$ cat config.mk
export PLATFORM = sky130hd
export DESIGN_NAME = axi_lite_regs_slv_flat
export DESIGN_NICKNAME = d
export VERILOG_FILES = /design/src/rtl/axi_lite_regs_pkg.sv /design/src/rtl/axi_lite_if.sv /design/src/rtl/axi_lite_regs_slv.sv /design/src/flat_wrapper.sv
export SDC_FILE = /design/constraint.sdc
export NUM_CORES = 1
export LEC_CHECK = 0
export ABC_AREA = 1
export CAP_MARGIN = 10
export CELL_PAD_IN_SITES_DETAIL_PLACEMENT = 2
export CELL_PAD_IN_SITES_GLOBAL_PLACEMENT = 2
export CORE_MARGIN = 2
export CORE_UTILIZATION = 32
export DETAILED_ROUTE_END_ITERATION = 10
export PLACE_DENSITY_LB_ADDON = 0.08
export SYNTH_ARGS = -nofsm -noshare
export SYNTH_HDL_FRONTEND = slang
export SYNTH_SLANG_ARGS = --single-unit
$ cat constraint.sdc
create_clock -name clk_i -period 4.9 [get_ports clk_i]
set_clock_uncertainty 0.1 [all_clocks]
set_input_delay 0.49 -clock clk_i [delete_from_list [all_inputs] [get_ports clk_i]]
set_output_delay 0.49 -clock clk_i [all_outputs]
set_load 0.02 [all_outputs]
$ cat src/rtl/axi_lite_regs_pkg.sv
`default_nettype none
// ============================================================================
// Module      : axi_lite_regs_pkg
// Description : Shared types, response codes and the byte-lane merge helper
//               for the AXI-Lite register-bank subordinate.
// Revision    : 1.0 - initial release
// ============================================================================
package axi_lite_regs_pkg;

    typedef logic [1:0] resp_t;

    localparam resp_t RESP_OKAY   = 2'b00;
    localparam resp_t RESP_SLVERR = 2'b10;

    typedef enum logic [0:0] {
        W_IDLE = 1'b0,
        W_RESP = 1'b1
    } wr_state_e;

    typedef enum logic [0:0] {
        R_IDLE = 1'b0,
        R_RESP = 1'b1
    } rd_state_e;

    // Sized for the widest supported bus (64 bits / 8 lanes); narrower
    // callers zero-extend their operands and truncate the result.
    function automatic logic [63:0] strb_merge(
        input logic [63:0] old_val,
        input logic [63:0] new_val,
        input logic [7:0]  strb
    );
        logic [63:0] res;
        res = old_val;
        for (int b = 0; b < 8; b++) begin
            if (strb[b]) begin
                res[8*b +: 8] = new_val[8*b +: 8];
            end
        end
        return res;
    endfunction

endpackage
`default_nettype wire

$ cat src/rtl/axi_lite_if.sv
`default_nettype none
// ============================================================================
// Module      : AXI_LITE
// Description : AXI-Lite link bundle (aw/w/b/ar/r) with Master and Slave views.
// Revision    : 1.0 - initial release
// ============================================================================
interface AXI_LITE #(
    parameter int unsigned AXI_ADDR_WIDTH = 32,
    parameter int unsigned AXI_DATA_WIDTH = 32
);
    logic [AXI_ADDR_WIDTH-1:0]   aw_addr;
    logic [2:0]                  aw_prot;
    logic                        aw_valid;
    logic                        aw_ready;
    logic [AXI_DATA_WIDTH-1:0]   w_data;
    logic [AXI_DATA_WIDTH/8-1:0] w_strb;
    logic                        w_valid;
    logic                        w_ready;
    logic [1:0]                  b_resp;
    logic                        b_valid;
    logic                        b_ready;
    logic [AXI_ADDR_WIDTH-1:0]   ar_addr;
    logic [2:0]                  ar_prot;
    logic                        ar_valid;
    logic                        ar_ready;
    logic [AXI_DATA_WIDTH-1:0]   r_data;
    logic [1:0]                  r_resp;
    logic                        r_valid;
    logic                        r_ready;

    modport Master (
        output aw_addr, aw_prot, aw_valid, input aw_ready,
        output w_data, w_strb, w_valid, input w_ready,
        input  b_resp, b_valid, output b_ready,
        output ar_addr, ar_prot, ar_valid, input ar_ready,
        input  r_data, r_resp, r_valid, output r_ready
    );

    modport Slave (
        input  aw_addr, aw_prot, aw_valid, output aw_ready,
        input  w_data, w_strb, w_valid, output w_ready,
        output b_resp, b_valid, input b_ready,
        input  ar_addr, ar_prot, ar_valid, output ar_ready,
        output r_data, r_resp, r_valid, input r_ready
    );
endinterface
`default_nettype wire

$ cat src/rtl/axi_lite_regs_slv.sv
`default_nettype none
// ============================================================================
// Module      : axi_lite_regs_slv
// Description : AXI-Lite subordinate backed by NUM_REGS data-wide registers.
//               Out-of-range accesses answer SLVERR (reads return zero).
// Ports       : clk_i    - clock, rising edge
//               rst_i    - synchronous active-high reset
//               slv      - AXI-Lite subordinate port
//               reg_o    - register contents, reg k at [k*DW +: DW]
//               reg_wr_o - one-cycle pulse after a committed write to reg k
// Revision    : 1.0 - initial release
// ============================================================================
module axi_lite_regs_slv
    import axi_lite_regs_pkg::*;
#(
    parameter int unsigned               AXI_ADDR_WIDTH = 32,
    parameter int unsigned               AXI_DATA_WIDTH = 32,
    parameter int unsigned               NUM_REGS       = 8,
    parameter logic [AXI_DATA_WIDTH-1:0] RST_VAL        = '0
) (
    input  logic                               clk_i,
    input  logic                               rst_i,
    AXI_LITE.Slave                             slv,
    output logic [NUM_REGS*AXI_DATA_WIDTH-1:0] reg_o,
    output logic [NUM_REGS-1:0]                reg_wr_o
);

    localparam int unsigned c_STRB_W   = AXI_DATA_WIDTH / 8;
    localparam int unsigned c_ADDR_LSB = $clog2(c_STRB_W);
    localparam int unsigned c_IDX_W    = AXI_ADDR_WIDTH - c_ADDR_LSB;
    localparam logic [c_IDX_W-1:0] c_NUM_REGS_IDX = c_IDX_W'(NUM_REGS);

    generate
        if (slv.AXI_DATA_WIDTH != AXI_DATA_WIDTH) begin : g_chk_dw
            $error("axi_lite_regs_slv: interface data width mismatch");
        end
        if (slv.AXI_ADDR_WIDTH != AXI_ADDR_WIDTH) begin : g_chk_aw
            $error("axi_lite_regs_slv: interface address width mismatch");
        end
        if (NUM_REGS < 1) begin : g_chk_num
            $error("axi_lite_regs_slv: NUM_REGS must be at least 1");
        end
    endgenerate

    // ------------------------------------------------------------------
    // State
    // ------------------------------------------------------------------
    wr_state_e                 r_wr_state;
    logic                      r_aw_held;
    logic                      r_w_held;
    logic [AXI_ADDR_WIDTH-1:0] r_aw_addr;
    logic [AXI_DATA_WIDTH-1:0] r_w_data;
    logic [c_STRB_W-1:0]       r_w_strb;
    resp_t                     r_b_resp;

    rd_state_e                 r_rd_state;
    logic [AXI_DATA_WIDTH-1:0] r_r_data;
    resp_t                     r_r_resp;

    logic [AXI_DATA_WIDTH-1:0] r_regs [NUM_REGS];
    logic [NUM_REGS-1:0]       r_reg_wr;

    // ------------------------------------------------------------------
    // Write channel decode
    // ------------------------------------------------------------------
    logic                      w_aw_ready;
    logic                      w_w_ready;
    logic                      w_aw_hs;
    logic                      w_w_hs;
    logic                      w_commit;
    logic [AXI_ADDR_WIDTH-1:0] w_wr_addr;
    logic [AXI_DATA_WIDTH-1:0] w_wr_data;
    logic [c_STRB_W-1:0]       w_wr_strb;
    logic [c_IDX_W-1:0]        w_wr_idx;
    logic                      w_wr_in_range;
    logic [NUM_REGS-1:0]       w_wr_hit;

    assign w_aw_ready = (r_wr_state == W_IDLE) && !r_aw_held;
    assign w_w_ready  = (r_wr_state == W_IDLE) && !r_w_held;
    assign w_aw_hs    = slv.aw_valid && w_aw_ready;
    assign w_w_hs     = slv.w_valid && w_w_ready;

    // A channel counts as available if it was parked earlier or is
    // handshaking right now; commit needs both.
    assign w_commit = (r_wr_state == W_IDLE)
                    && (r_aw_held || w_aw_hs)
                    && (r_w_held  || w_w_hs);

    assign w_wr_addr = r_aw_held ? r_aw_addr : slv.aw_addr;
    assign w_wr_data = r_w_held  ? r_w_data  : slv.w_data;
    assign w_wr_strb = r_w_held  ? r_w_strb  : slv.w_strb;

    assign w_wr_idx      = w_wr_addr[AXI_ADDR_WIDTH-1:c_ADDR_LSB];
    assign w_wr_in_range = (w_wr_idx < c_NUM_REGS_IDX);

    always_comb begin
        w_wr_hit = '0;
        for (int k = 0; k < NUM_REGS; k++) begin
            w_wr_hit[k] = w_commit && w_wr_in_range && (w_wr_idx == c_IDX_W'(k));
        end
    end

    // ------------------------------------------------------------------
    // Write FSM
    // ------------------------------------------------------------------
    always_ff @(posedge clk_i) begin
        if (rst_i) begin
            r_wr_state <= W_IDLE;
            r_aw_held  <= 1'b0;
            r_w_held   <= 1'b0;
            r_aw_addr  <= '0;
            r_w_data   <= '0;
            r_w_strb   <= '0;
            r_b_resp   <= RESP_OKAY;
        end else begin
            case (r_wr_state)
                W_IDLE: begin
                    if (w_commit) begin
                        r_aw_held  <= 1'b0;
                        r_w_held   <= 1'b0;
                        r_b_resp   <= w_wr_in_range ? RESP_OKAY : RESP_SLVERR;
                        r_wr_state <= W_RESP;
                    end else begin
                        if (w_aw_hs) begin
                            r_aw_held <= 1'b1;
                            r_aw_addr <= slv.aw_addr;
                        end
                        if (w_w_hs) begin
                            r_w_held <= 1'b1;
                            r_w_data <= slv.w_data;
                            r_w_strb <= slv.w_strb;
                        end
                    end
                end
                W_RESP: begin
                    if (slv.b_ready) begin
                        r_wr_state <= W_IDLE;
                    end
                end
            endcase
        end
    end

    // ------------------------------------------------------------------
    // Register array and write pulses
    // ------------------------------------------------------------------
    always_ff @(posedge clk_i) begin
        if (rst_i) begin
            r_reg_wr <= '0;
            for (int k = 0; k < NUM_REGS; k++) begin
                r_regs[k] <= RST_VAL;
            end
        end else begin
            r_reg_wr <= w_wr_hit;
            for (int k = 0; k < NUM_REGS; k++) begin
                if (w_wr_hit[k]) begin
                    r_regs[k] <= AXI_DATA_WIDTH'(strb_merge(64'(r_regs[k]),
                                                            64'(w_wr_data),
                                                            8'(w_wr_strb)));
                end
            end
        end
    end

    // ------------------------------------------------------------------
    // Read FSM; r_regs is sampled pre-edge, so a read colliding with a
    // write to the same register returns the old contents.
    // ------------------------------------------------------------------
    logic                      w_ar_ready;
    logic                      w_ar_hs;
    logic [c_IDX_W-1:0]        w_rd_idx;
    logic                      w_rd_in_range;
    logic [AXI_DATA_WIDTH-1:0] w_rd_data;

    assign w_ar_ready    = (r_rd_state == R_IDLE);
    assign w_ar_hs       = slv.ar_valid && w_ar_ready;
    assign w_rd_idx      = slv.ar_addr[AXI_ADDR_WIDTH-1:c_ADDR_LSB];
    assign w_rd_in_range = (w_rd_idx < c_NUM_REGS_IDX);

    // No index match leaves zero, which is the out-of-range read data.
    always_comb begin
        w_rd_data = '0;
        for (int k = 0; k < NUM_REGS; k++) begin
            if (w_rd_idx == c_IDX_W'(k)) begin
                w_rd_data = r_regs[k];
            end
        end
    end

    always_ff @(posedge clk_i) begin
        if (rst_i) begin
            r_rd_state <= R_IDLE;
            r_r_data   <= '0;
            r_r_resp   <= RESP_OKAY;
        end else begin
            case (r_rd_state)
                R_IDLE: begin
                    if (w_ar_hs) begin
                        r_r_data   <= w_rd_data;
                        r_r_resp   <= w_rd_in_range ? RESP_OKAY : RESP_SLVERR;
                        r_rd_state <= R_RESP;
                    end
                end
                R_RESP: begin
                    if (slv.r_ready) begin
                        r_rd_state <= R_IDLE;
                    end
                end
            endcase
        end
    end

    // ------------------------------------------------------------------
    // Outputs
    // ------------------------------------------------------------------
    assign slv.aw_ready = w_aw_ready;
    assign slv.w_ready  = w_w_ready;
    assign slv.b_valid  = (r_wr_state == W_RESP);
    assign slv.b_resp   = r_b_resp;
    assign slv.ar_ready = w_ar_ready;
    assign slv.r_valid  = (r_rd_state == R_RESP);
    assign slv.r_data   = r_r_data;
    assign slv.r_resp   = r_r_resp;
    assign reg_wr_o     = r_reg_wr;

    generate
        for (genvar k = 0; k < NUM_REGS; k++) begin : g_reg_o
            assign reg_o[k*AXI_DATA_WIDTH +: AXI_DATA_WIDTH] = r_regs[k];
        end
    endgenerate

    // Protection bits and byte-offset address bits carry no meaning here.
    logic w_unused;
    assign w_unused = ^{slv.aw_prot, slv.ar_prot,
                        w_wr_addr[c_ADDR_LSB-1:0], slv.ar_addr[c_ADDR_LSB-1:0]};

endmodule
`default_nettype wire

$ cat src/flat_wrapper.sv
// flat-port wrapper written by rule: the top's interface ports become plain ports
module axi_lite_regs_slv_flat import axi_lite_regs_pkg::*;
#(
    parameter int unsigned               AXI_ADDR_WIDTH = 32,
    parameter int unsigned               AXI_DATA_WIDTH = 32,
    parameter int unsigned               NUM_REGS       = 8,
    parameter logic [AXI_DATA_WIDTH-1:0] RST_VAL        = '0
)
  (clk_i, rst_i, reg_o, reg_wr_o, slv_aw_addr, slv_aw_prot, slv_aw_valid, slv_aw_ready, slv_w_data, slv_w_strb, slv_w_valid, slv_w_ready, slv_b_resp, slv_b_valid, slv_b_ready, slv_ar_addr, slv_ar_prot, slv_ar_valid, slv_ar_ready, slv_r_data, slv_r_resp, slv_r_valid, slv_r_ready);
  AXI_LITE #(.AXI_ADDR_WIDTH(AXI_ADDR_WIDTH), .AXI_DATA_WIDTH(AXI_DATA_WIDTH)) slv_i ();
  input  logic clk_i;
  input  logic rst_i;
  output logic [NUM_REGS*AXI_DATA_WIDTH-1:0] reg_o;
  output logic [NUM_REGS-1:0] reg_wr_o;
  input wire logic [$bits(slv_i.aw_addr)-1:0] slv_aw_addr;
  input wire logic [$bits(slv_i.aw_prot)-1:0] slv_aw_prot;
  input wire logic [$bits(slv_i.aw_valid)-1:0] slv_aw_valid;
  output wire logic [$bits(slv_i.aw_ready)-1:0] slv_aw_ready;
  input wire logic [$bits(slv_i.w_data)-1:0] slv_w_data;
  input wire logic [$bits(slv_i.w_strb)-1:0] slv_w_strb;
  input wire logic [$bits(slv_i.w_valid)-1:0] slv_w_valid;
  output wire logic [$bits(slv_i.w_ready)-1:0] slv_w_ready;
  output wire logic [$bits(slv_i.b_resp)-1:0] slv_b_resp;
  output wire logic [$bits(slv_i.b_valid)-1:0] slv_b_valid;
  input wire logic [$bits(slv_i.b_ready)-1:0] slv_b_ready;
  input wire logic [$bits(slv_i.ar_addr)-1:0] slv_ar_addr;
  input wire logic [$bits(slv_i.ar_prot)-1:0] slv_ar_prot;
  input wire logic [$bits(slv_i.ar_valid)-1:0] slv_ar_valid;
  output wire logic [$bits(slv_i.ar_ready)-1:0] slv_ar_ready;
  output wire logic [$bits(slv_i.r_data)-1:0] slv_r_data;
  output wire logic [$bits(slv_i.r_resp)-1:0] slv_r_resp;
  output wire logic [$bits(slv_i.r_valid)-1:0] slv_r_valid;
  input wire logic [$bits(slv_i.r_ready)-1:0] slv_r_ready;
  assign slv_i.aw_addr = slv_aw_addr;
  assign slv_i.aw_prot = slv_aw_prot;
  assign slv_i.aw_valid = slv_aw_valid;
  assign slv_aw_ready = slv_i.aw_ready;
  assign slv_i.w_data = slv_w_data;
  assign slv_i.w_strb = slv_w_strb;
  assign slv_i.w_valid = slv_w_valid;
  assign slv_w_ready = slv_i.w_ready;
  assign slv_b_resp = slv_i.b_resp;
  assign slv_b_valid = slv_i.b_valid;
  assign slv_i.b_ready = slv_b_ready;
  assign slv_i.ar_addr = slv_ar_addr;
  assign slv_i.ar_prot = slv_ar_prot;
  assign slv_i.ar_valid = slv_ar_valid;
  assign slv_ar_ready = slv_i.ar_ready;
  assign slv_r_data = slv_i.r_data;
  assign slv_r_resp = slv_i.r_resp;
  assign slv_r_valid = slv_i.r_valid;
  assign slv_i.r_ready = slv_r_ready;
  axi_lite_regs_slv #(.AXI_ADDR_WIDTH(AXI_ADDR_WIDTH), .AXI_DATA_WIDTH(AXI_DATA_WIDTH), .NUM_REGS(NUM_REGS), .RST_VAL(RST_VAL)) u_core (.clk_i(clk_i), .rst_i(rst_i), .slv(slv_i), .reg_o(reg_o), .reg_wr_o(reg_wr_o));
endmodule
==> impl_results.html, run 1 <==
<table>
<tr><th>Metric</th><th>Value</th></tr>
<tr><th colspan="2">Routing</th></tr>
<tr><td>Remaining DRCs</td><td>0</td></tr>
<tr><td>WL met3</td><td>roughly 4 mm</td></tr>
<tr><td>Violation count after the first detailed-route iteration</td><td>about 980</td></tr>
<tr><td>DR pass1 iterations</td><td>5</td></tr>
<tr><td>Length of routed wiring on met1</td><td>31.0 mm</td></tr>
<tr><td>DRT Wirelength</td><td>71.5 mm</td></tr>
<tr><td>Uppermost routed layer</td><td>met4</td></tr>
<tr><td>Met2 Routed Length</td><td>34.9 mm</td></tr>
<tr><td>Vias</td><td>roughly 15000</td></tr>
<tr><td>Remaining antenna violation count</td><td>0</td></tr>
<tr><td>Mean routed wirelength per cell</td><td>around 25 microns</td></tr>
<tr><td>Post-DR vias/cell</td><td>~5.3</td></tr>
<tr><th colspan="2">Cells and area</th></tr>
<tr><td>Layout net count</td><td>between 2000 and 2500</td></tr>
<tr><td>Most common cell after layout, fill and taps aside</td><td>clkdlybuf4s50_1</td></tr>
<tr><td>Post-layout instance count excluding filler cells</td><td>2807</td></tr>
<tr><td>Share of final-layout standard cells stronger than drive strength 1</td><td>8.06%</td></tr>
<tr><td>Signed area change from the synthesized netlist to the final layout</td><td>36.9%</td></tr>
<tr><td>Fraction of the core area covered by cells at the end of the flow</td><td>roughly 45%</td></tr>
<tr><td>N_diodes</td><td>0</td></tr>
<tr><td>Commonest cells after routing, fill and taps aside</td><td>404 x clkdlybuf4s50_1, 256 x edfxtp_1, 247 x nor2_1</td></tr>
<tr><td>Number of filler instances in the final layout</td><td>5332</td></tr>
<tr><th colspan="2">Clock network</th></tr>
<tr><td>Number of buffers inserted by post-CTS setup repair</td><td>0</td></tr>
<tr><td>Clock sink count</td><td>368</td></tr>
<tr><td>Clock transition at the registers of the reported paths</td><td>50 ps</td></tr>
<tr><td># H-tree levels</td><td>2</td></tr>
<tr><td>Gates resized, CTS repair</td><td>0</td></tr>
<tr><td>Clock tree from TritonCTS</td><td>built</td></tr>
<tr><td>Clock buffer count from CTS</td><td>44</td></tr>
<tr><td>Hold_buf cts</td><td>0</td></tr>
<tr><td>Root buffer cell</td><td>clkbuf_16</td></tr>
<tr><td>Clk_lat worst skew</td><td>around 580 ps</td></tr>
<tr><td>Clock tree buffer depth</td><td>3</td></tr>
<tr><th colspan="2">Min path</th></tr>
<tr><td>Worst Hold Path Cells</td><td>2</td></tr>
<tr><td>Class of the worst hold path</td><td>in2reg</td></tr>
<tr><th colspan="2">STA</th></tr>
<tr><td>Setup TNS Final</td><td>0 ps</td></tr>
<tr><td>Final hold violation count</td><td>0</td></tr>
<tr><td>Count of final max-slew check failures</td><td>0</td></tr>
<tr><td>Setup repair after global routing missed its margin</td><td>false</td></tr>
<tr><td>Final min period</td><td>3990 ps</td></tr>
<tr><td>Max-slew headroom</td><td>roughly 19%</td></tr>
<tr><td>Maximum operating frequency</td><td>around 250 MHz</td></tr>
<tr><td>Final setup fails</td><td>0</td></tr>
<tr><td>Slew at the pin closest to its max-slew limit</td><td>about 1200 ps</td></tr>
<tr><td>Final worst-path cycle share</td><td>81.5%</td></tr>
<tr><th colspan="2">Flow run</th></tr>
<tr><td>Max-cap viol count</td><td>0</td></tr>
<tr><th colspan="2">Die</th></tr>
<tr><td>Floorplan die width</td><td>around 230 microns</td></tr>
<tr><td>DIE HEIGHT</td><td>around 230 microns</td></tr>
<tr><td>Core footprint</td><td>around 50000 sq um</td></tr>
<tr><td>IO Pins</td><td>418</td></tr>
<tr><td>Standard-cell rows</td><td>roughly 80</td></tr>
<tr><td>Die footprint</td><td>53000 sq um</td></tr>
<tr><td>Initial Utilization</td><td>between 30% and 40%</td></tr>
<tr><th colspan="2">Logic synthesis</th></tr>
<tr><td>Synth Cell Area</td><td>16400 sq um</td></tr>
<tr><td>Netlist cell types</td><td>between 40 and 50</td></tr>
<tr><td>Post-synthesis cell count</td><td>~1700</td></tr>
<tr><td>Synthesized area per cell</td><td>between 9 and 10 sq um</td></tr>
<tr><td>Flops &amp; latches, synth</td><td>approximately 370</td></tr>
<tr><td>Seq/Total Area, Yosys</td><td>between 60% and 70%</td></tr>
<tr><td>Synth Warn #</td><td>0</td></tr>
<tr><th colspan="2">Global route</th></tr>
<tr><td>First-pass GRT wire length</td><td>about 110 mm</td></tr>
<tr><td>Number of global-route vias before repair</td><td>15684</td></tr>
<tr><td>Maximum number of pins on one net before global-route repair</td><td>73</td></tr>
<tr><td>Initial antenna violation count</td><td>0</td></tr>
<tr><td>Global Route Usage Sum</td><td>a little over a quarter</td></tr>
<tr><td>Remaining global-route overflow</td><td>0</td></tr>
<tr><th colspan="2">Setup path</th></tr>
<tr><td>Worst Setup Start Kind</td><td>flop</td></tr>
<tr><td>Cell with the largest stage delay on the worst path</td><td>a21oi_1</td></tr>
<tr><td>Cell count along the critical path</td><td>8</td></tr>
<tr><td>Top fanout value on the critical path</td><td>17</td></tr>
<tr><td>Register-to-Register Path Depth</td><td>8</td></tr>
<tr><td>Worst stage delay on the critical path</td><td>slightly above 900 ps</td></tr>
<tr><td>Cell-by-cell trace of the critical path</td><td>inv_4 -&gt; nand2_1 -&gt; nand4_1 -&gt; nor2_2 -&gt; inv_2 -&gt; nor3_2 -&gt; nand4_2 -&gt; a21oi_1</td></tr>
<tr><td>Cell family contributing the most delay on the critical path</td><td>simple AND/OR/NAND/NOR gates</td></tr>
<tr><td>Worst Path Buf+Inv</td><td>2</td></tr>
<tr><td>Type of destination of the critical path</td><td>flop</td></tr>
<tr><td>Type of the worst setup path</td><td>reg2reg</td></tr>
<tr><td>Required @ worst endpoint</td><td>around 5000 ps</td></tr>
<tr><td>Arrival @ worst endpoint</td><td>approximately 4100 ps</td></tr>
<tr><th colspan="2">Placed design</th></tr>
<tr><td>Routability Congestion</td><td>around 0.84</td></tr>
<tr><td>DP Wirelength</td><td>about 55 mm</td></tr>
<tr><td>Port bufs</td><td>around 400</td></tr>
<tr><td>Cell total after placement</td><td>approximately 2700</td></tr>
<tr><th colspan="2">Status</th></tr>
<tr><td>Outcome</td><td>finished clean</td></tr>
<tr><th colspan="2">Power and ir drop</th></tr>
<tr><td>Power density of the placed cells</td><td>roughly 360 nW/um^2</td></tr>
<tr><td>Static Leak</td><td>7.98 nW</td></tr>
<tr><td>Largest voltage drop on the vdd net</td><td>between 0.0002 and 0.00025 V</td></tr>
</table>
[kinds of logic after synthesis]
kind of cell    count (synthesis)  share of synthesized area [%]
buf+inv                       241                           6.13
other cells                     1                         0.0229
simple gates                  855                           24.8
compound gates                260                           8.39
flops                         368                           60.6
[cells in the mapped netlist, drive strengths merged]
cell,number,area share [%]
a211oi,1,0.046
a21boi,1,0.046
a21oi,103,3.2
a32o,2,0.12
a41oi,1,0.053
and2,2,0.076
buf,41,1.5
clkbuf,70,1.6
clkinv,4,0.092
conb,1,0.023
dfxtp,112,14
edfxtp,256,47
inv,126,2.9
nand2,221,5.1
nand3,114,3.5
nand3b,8,0.37
nand4,90,3.7
nor2,288,7.7
nor3,118,3.7
nor3b,1,0.076
nor4,8,0.38
o21a,1,0.046
o21ai,139,4.3
o21bai,8,0.37
o31ai,4,0.18
or2,4,0.15
or3,1,0.038
[final timing paths]
kind | startpoint | to | slack, ps
hold reg to reg | u_core.r_w_strb[3] | u_core.r_w_strb[3] | 350
setup reg to reg | u_core.r_aw_held | u_core.r_regs[0][9] | 910
setup / recovery | u_core.r_aw_held | u_core.r_regs[0][9] | 910
hold / removal | rst_i | u_core.r_aw_held | 180
[flip-flops by register name, indices dropped and copies added, names as in the netlist]
register and count:
u_core.r_regs 256, u_core.slv.b_resp 1, u_core.r_w_held 1, u_core.r_aw_addr 30, u_core.reg_wr_o 8, u_core.slv.r_data 32
u_core.slv.r_resp 1, u_core.r_w_strb 4, u_core.r_w_data 32, u_core.slv.r_valid 1, u_core.slv.b_valid 1, u_core.r_aw_held 1
[layer usage]
| layer | up-vias | GRT usage [%] |
|---|---|---|
| met5 | - | 0 |
| met4 | 0 | 6.96 |
| met3 | 81 | 4.69 |
| met2 | 454 | 44.9 |
| met1 | 7540 | 35.1 |
| li1 | 6733 | - |
[cell type report]
cell class	instances	area (sq um)	share of cell area (%)
flip-flops and latches	368	9930	44.3
multi-input cells	1117	5490	24.4
repair buffers	438	4300	19.2
clock buffers	62	1230	5.50
well taps	672	841	3.75
inverters	130	493	2.20
clock inverters	20	155	0.692
[through the flow]
step	worst slack [ps]	hold slack [ps]	power (mW)	area (sq um)
2_1_floorplan	2320	325	4.23	16400
4_1_cts	874	161	8.09	22400
6_report	905	185	8.03	22400
3_5_place_dp	919	347	4.88	21000
3_3_place_gp	1090	332	4.83	21000
5_1_grt	598	192	8.30	22400
[where the power goes]
| group | switching, mW | internal (mW) | total, mW |
|---|---|---|---|
| clock | 1.35 | 1.86 | 3.21 |
| combinational | 0.764 | 0.393 | 1.16 |
| sequential | 0.126 | 3.53 | 3.66 |
No activity file was read; power rests on OpenSTA's default activity.
==> inputs of run 2 (changes only) <==
Settings changed: CORE_UTILIZATION 32 to 30.
Clock period 4.9 ns to 3.9 ns, I/O delays scaled along.
==> run 2 against run 1 <==
Against the previous run:
- sequential share of layout area shrank 0.48 points
- routed wire length down 0.35%
- non-clock buffer count grew 25
- critical path depth shrank 1
- utilization decreased by 2.5 points
- flip-flop and latch count unchanged
- combinational power up 28%
- global-route usage is 1.6 points lower
- total power rose by 26%
- hold slack lost 140 ps
- register-to-register slack got worse by 420 ps
- critical endpoint is now u_core.r_regs[0][111]
==> impl_results.html, run 2 (synthesized netlist as in run 1, its figures left out) <==
<table>
<tr><th>Metric</th><th>Value</th></tr>
<tr><th colspan="2">Cells and area</th></tr>
<tr><td>Footprint of the flip-flops and latches</td><td>9930 sq um (unchanged)</td></tr>
<tr><td>Most common cell after layout, fill and taps aside</td><td>clkdlybuf4s50_1</td></tr>
<tr><td>Largest register FFs</td><td>256 (unchanged)</td></tr>
<tr><td>Commonest cells after routing, fill and taps aside</td><td>404 x clkdlybuf4s50_1, 256 x edfxtp_1, 246 x nor2_1</td></tr>
<tr><td>Layout net count</td><td>2238 (+1.2%)</td></tr>
<tr><td>Share of final-layout standard cells stronger than drive strength 1</td><td>9.11% (+1.1 points)</td></tr>
<tr><td>Area of the multi-input gates</td><td>5490 sq um (about the same)</td></tr>
<tr><td>Signed area change from the synthesized netlist to the final layout</td><td>38.4%</td></tr>
<tr><td>N_diodes</td><td>0 (unchanged)</td></tr>
<tr><td>Number of filler instances in the final layout</td><td>5809 (+8.9%)</td></tr>
<tr><td>Biggest register</td><td>u_core.r_regs</td></tr>
<tr><td>Cell area after layout</td><td>22700 sq um (+1.1%)</td></tr>
<tr><th colspan="2">Global route</th></tr>
<tr><td>First-pass GRT wire length</td><td>104 mm (-1.2%)</td></tr>
<tr><td>Global Route Usage Sum</td><td>25.0% (-1.6 points)</td></tr>
<tr><td>Remaining global-route overflow</td><td>0 (unchanged)</td></tr>
<tr><td>Maximum number of pins on one net before global-route repair</td><td>105 (+44%)</td></tr>
<tr><td>Number of global-route vias before repair</td><td>15294 (-2.5%)</td></tr>
<tr><td>Initial antenna violation count</td><td>0 (unchanged)</td></tr>
<tr><th colspan="2">Clock network</th></tr>
<tr><td>Clock tree buffer depth</td><td>3 (unchanged)</td></tr>
<tr><td>Clock sink count</td><td>368 (unchanged)</td></tr>
<tr><td>Clock tree from TritonCTS</td><td>built</td></tr>
<tr><td># H-tree levels</td><td>2 (unchanged)</td></tr>
<tr><td>Gates resized, CTS repair</td><td>0 (unchanged)</td></tr>
<tr><td>Hold_buf cts</td><td>0 (unchanged)</td></tr>
<tr><td>Clk_lat worst skew</td><td>580 ps (about the same)</td></tr>
<tr><td>Number of buffers inserted by post-CTS setup repair</td><td>0 (unchanged)</td></tr>
<tr><td>Clock transition at the registers of the reported paths</td><td>60 ps (about the same)</td></tr>
<tr><td>Root buffer cell</td><td>clkbuf_16</td></tr>
<tr><td>Clock buffer count from CTS</td><td>45 (+2.3%)</td></tr>
<tr><th colspan="2">Setup path</th></tr>
<tr><td>Type of destination of the critical path</td><td>flop</td></tr>
<tr><td>Reg2Reg Launch Point</td><td>u_core.r_aw_held</td></tr>
<tr><td>Type of the worst setup path</td><td>reg2reg</td></tr>
<tr><td>Startpoint of the most critical setup path</td><td>u_core.r_aw_held</td></tr>
<tr><td>Termination of the worst setup path</td><td>u_core.r_regs[0][111]</td></tr>
<tr><td>Worst Setup Start Kind</td><td>flop</td></tr>
<tr><td>Arrival @ worst endpoint</td><td>3530 ps (-550 ps)</td></tr>
<tr><td>Top fanout value on the critical path</td><td>17 (unchanged)</td></tr>
<tr><td>Destination of the worst register-to-register timing path</td><td>u_core.r_regs[0][111]</td></tr>
<tr><td>Register-to-Register Path Depth</td><td>7 (-1)</td></tr>
<tr><td>Required @ worst endpoint</td><td>4010 ps (-980 ps)</td></tr>
<tr><td>Register-to-Register Setup Slack</td><td>480 ps (-420 ps)</td></tr>
<tr><th colspan="2">Die</th></tr>
<tr><td>IO Pins</td><td>418 (unchanged)</td></tr>
<tr><td>Core footprint</td><td>53900 sq um (+7.0%)</td></tr>
<tr><td>Die footprint</td><td>56500 sq um (+6.5%)</td></tr>
<tr><td>Initial Utilization</td><td>30.4% (-2.1 points)</td></tr>
<tr><td>Floorplan die width</td><td>238 microns (+3.2%)</td></tr>
<tr><td>DIE HEIGHT</td><td>238 microns (+3.2%)</td></tr>
<tr><td>Standard-cell rows</td><td>85 (+3.7%)</td></tr>
<tr><th colspan="2">STA</th></tr>
<tr><td>Final hold violation count</td><td>0 (unchanged)</td></tr>
<tr><td>Max-slew headroom</td><td>18.4% (-0.15 points)</td></tr>
<tr><td>Final min period</td><td>3420 ps (-577 ps)</td></tr>
<tr><td>Final worst-path cycle share</td><td>87.6% (+6.1 points)</td></tr>
<tr><td>Maximum operating frequency</td><td>293 MHz (+17%)</td></tr>
<tr><td>Final setup fails</td><td>0 (unchanged)</td></tr>
<tr><td>Setup repair after global routing missed its margin</td><td>false</td></tr>
<tr><td>Setup TNS Final</td><td>0 ps (unchanged)</td></tr>
<tr><td>Count of final max-slew check failures</td><td>0 (unchanged)</td></tr>
<tr><td>Slew at the pin closest to its max-slew limit</td><td>1220 ps (+2.27 ps)</td></tr>
<tr><th colspan="2">Routing</th></tr>
<tr><td>Remaining DRCs</td><td>0 (unchanged)</td></tr>
<tr><td>Remaining antenna violation count</td><td>0 (unchanged)</td></tr>
<tr><td>DR pass1 iterations</td><td>5 (unchanged)</td></tr>
<tr><td>Vias</td><td>14689 (-0.80%)</td></tr>
<tr><td>Violation count after the first detailed-route iteration</td><td>947 (-3.5%)</td></tr>
<tr><td>Mean routed wirelength per cell</td><td>24.9 microns (-2.1%)</td></tr>
<tr><td>Post-DR vias/cell</td><td>5.14 (-2.6%)</td></tr>
<tr><td>DRT Wirelength</td><td>71.2 mm (-0.35%)</td></tr>
<tr><th colspan="2">Flow run</th></tr>
<tr><td>Max-cap viol count</td><td>0 (unchanged)</td></tr>
<tr><th colspan="2">Power and ir drop</th></tr>
<tr><td>Static Leak</td><td>8.12 nW (+1.8%)</td></tr>
<tr><td>Power density of the placed cells</td><td>445 nW/um^2 (+24%)</td></tr>
<tr><td>Total power after layout</td><td>10.1 mW (+26%)</td></tr>
<tr><td>Largest voltage drop on the vdd net</td><td>0.000273 V (+30%)</td></tr>
<tr><th colspan="2">Placed design</th></tr>
<tr><td>Routability Congestion</td><td>0.845 (+0.43%)</td></tr>
<tr><td>DP Wirelength</td><td>54.9 mm (-0.12%)</td></tr>
<tr><td>Port bufs</td><td>405 (unchanged)</td></tr>
<tr><td>Post-place instance area</td><td>21300 sq um (+1.2%)</td></tr>
<tr><th colspan="2">Min path</th></tr>
<tr><td>Class of the worst hold path</td><td>in2reg</td></tr>
<tr><th colspan="2">Status</th></tr>
<tr><td>Outcome</td><td>finished clean</td></tr>
</table>
run 2: area by class of cell:
class | instances | area share [%]
clock inverters | 24 | 0.579
multi-input cells | 1117 | 24.2
repair buffers | 463 | 19.9
clock buffers | 60 | 5.53
inverters | 130 | 2.17
flip-flops and latches | 368 | 43.8
well taps | 696 | 3.84
run 2: worst min path at each step:
stage,startpoint,endpoint,cells past startpoint
final,rst_i,u_core.slv.b_valid,2
after global routing,rst_i,u_core.slv.b_valid,2
after CTS,rst_i,u_core.slv.b_valid,2
after detailed placement,u_core.r_w_data[9],u_core.r_w_data[9],2
after global placement,u_core.r_w_strb[2],u_core.r_w_strb[2],2
after floorplan,u_core.r_w_strb[0],u_core.r_w_strb[0],2
run 2: per-stage QoR:
step                util (%)  hold WS [ps]  setup WS (ps)  std cells
detailed placement      39.5           348            378       2774
global placement        39.5           333            489       2774
global route            42.1          44.7            207       2858
floorplan                  -           325           1320       1726
CTS                     42.1          7.46            427       2858
finish                  42.1          48.4            482       2858
run 2: critical path: stages (launching register included):
cell and delay [ps]:
dfxtp_1 600, inv_4 180, or2_0 250, o21ai_1 190, nand2_1 170, nor4_1 360
nand4_2 390, a21oi_1 790
run 2: metal layers:
layer | global-route usage [%] | vias up | routed length (microns)
met1 | 33.2 | 7398 | 31400
met3 | 5.38 | 92 | 4360
met5 | 0 | - | 0
li1 | - | 6787 | -
met4 | 8.31 | 0 | 2110
met2 | 40.3 | 412 | 33400
run 2: power breakdown:
group | switching, mW | internal (mW) | total [mW]
logic | 0.969 | 0.518 | 1.49
registers | 0.152 | 4.44 | 4.59
clock network | 1.70 | 2.31 | 4.02
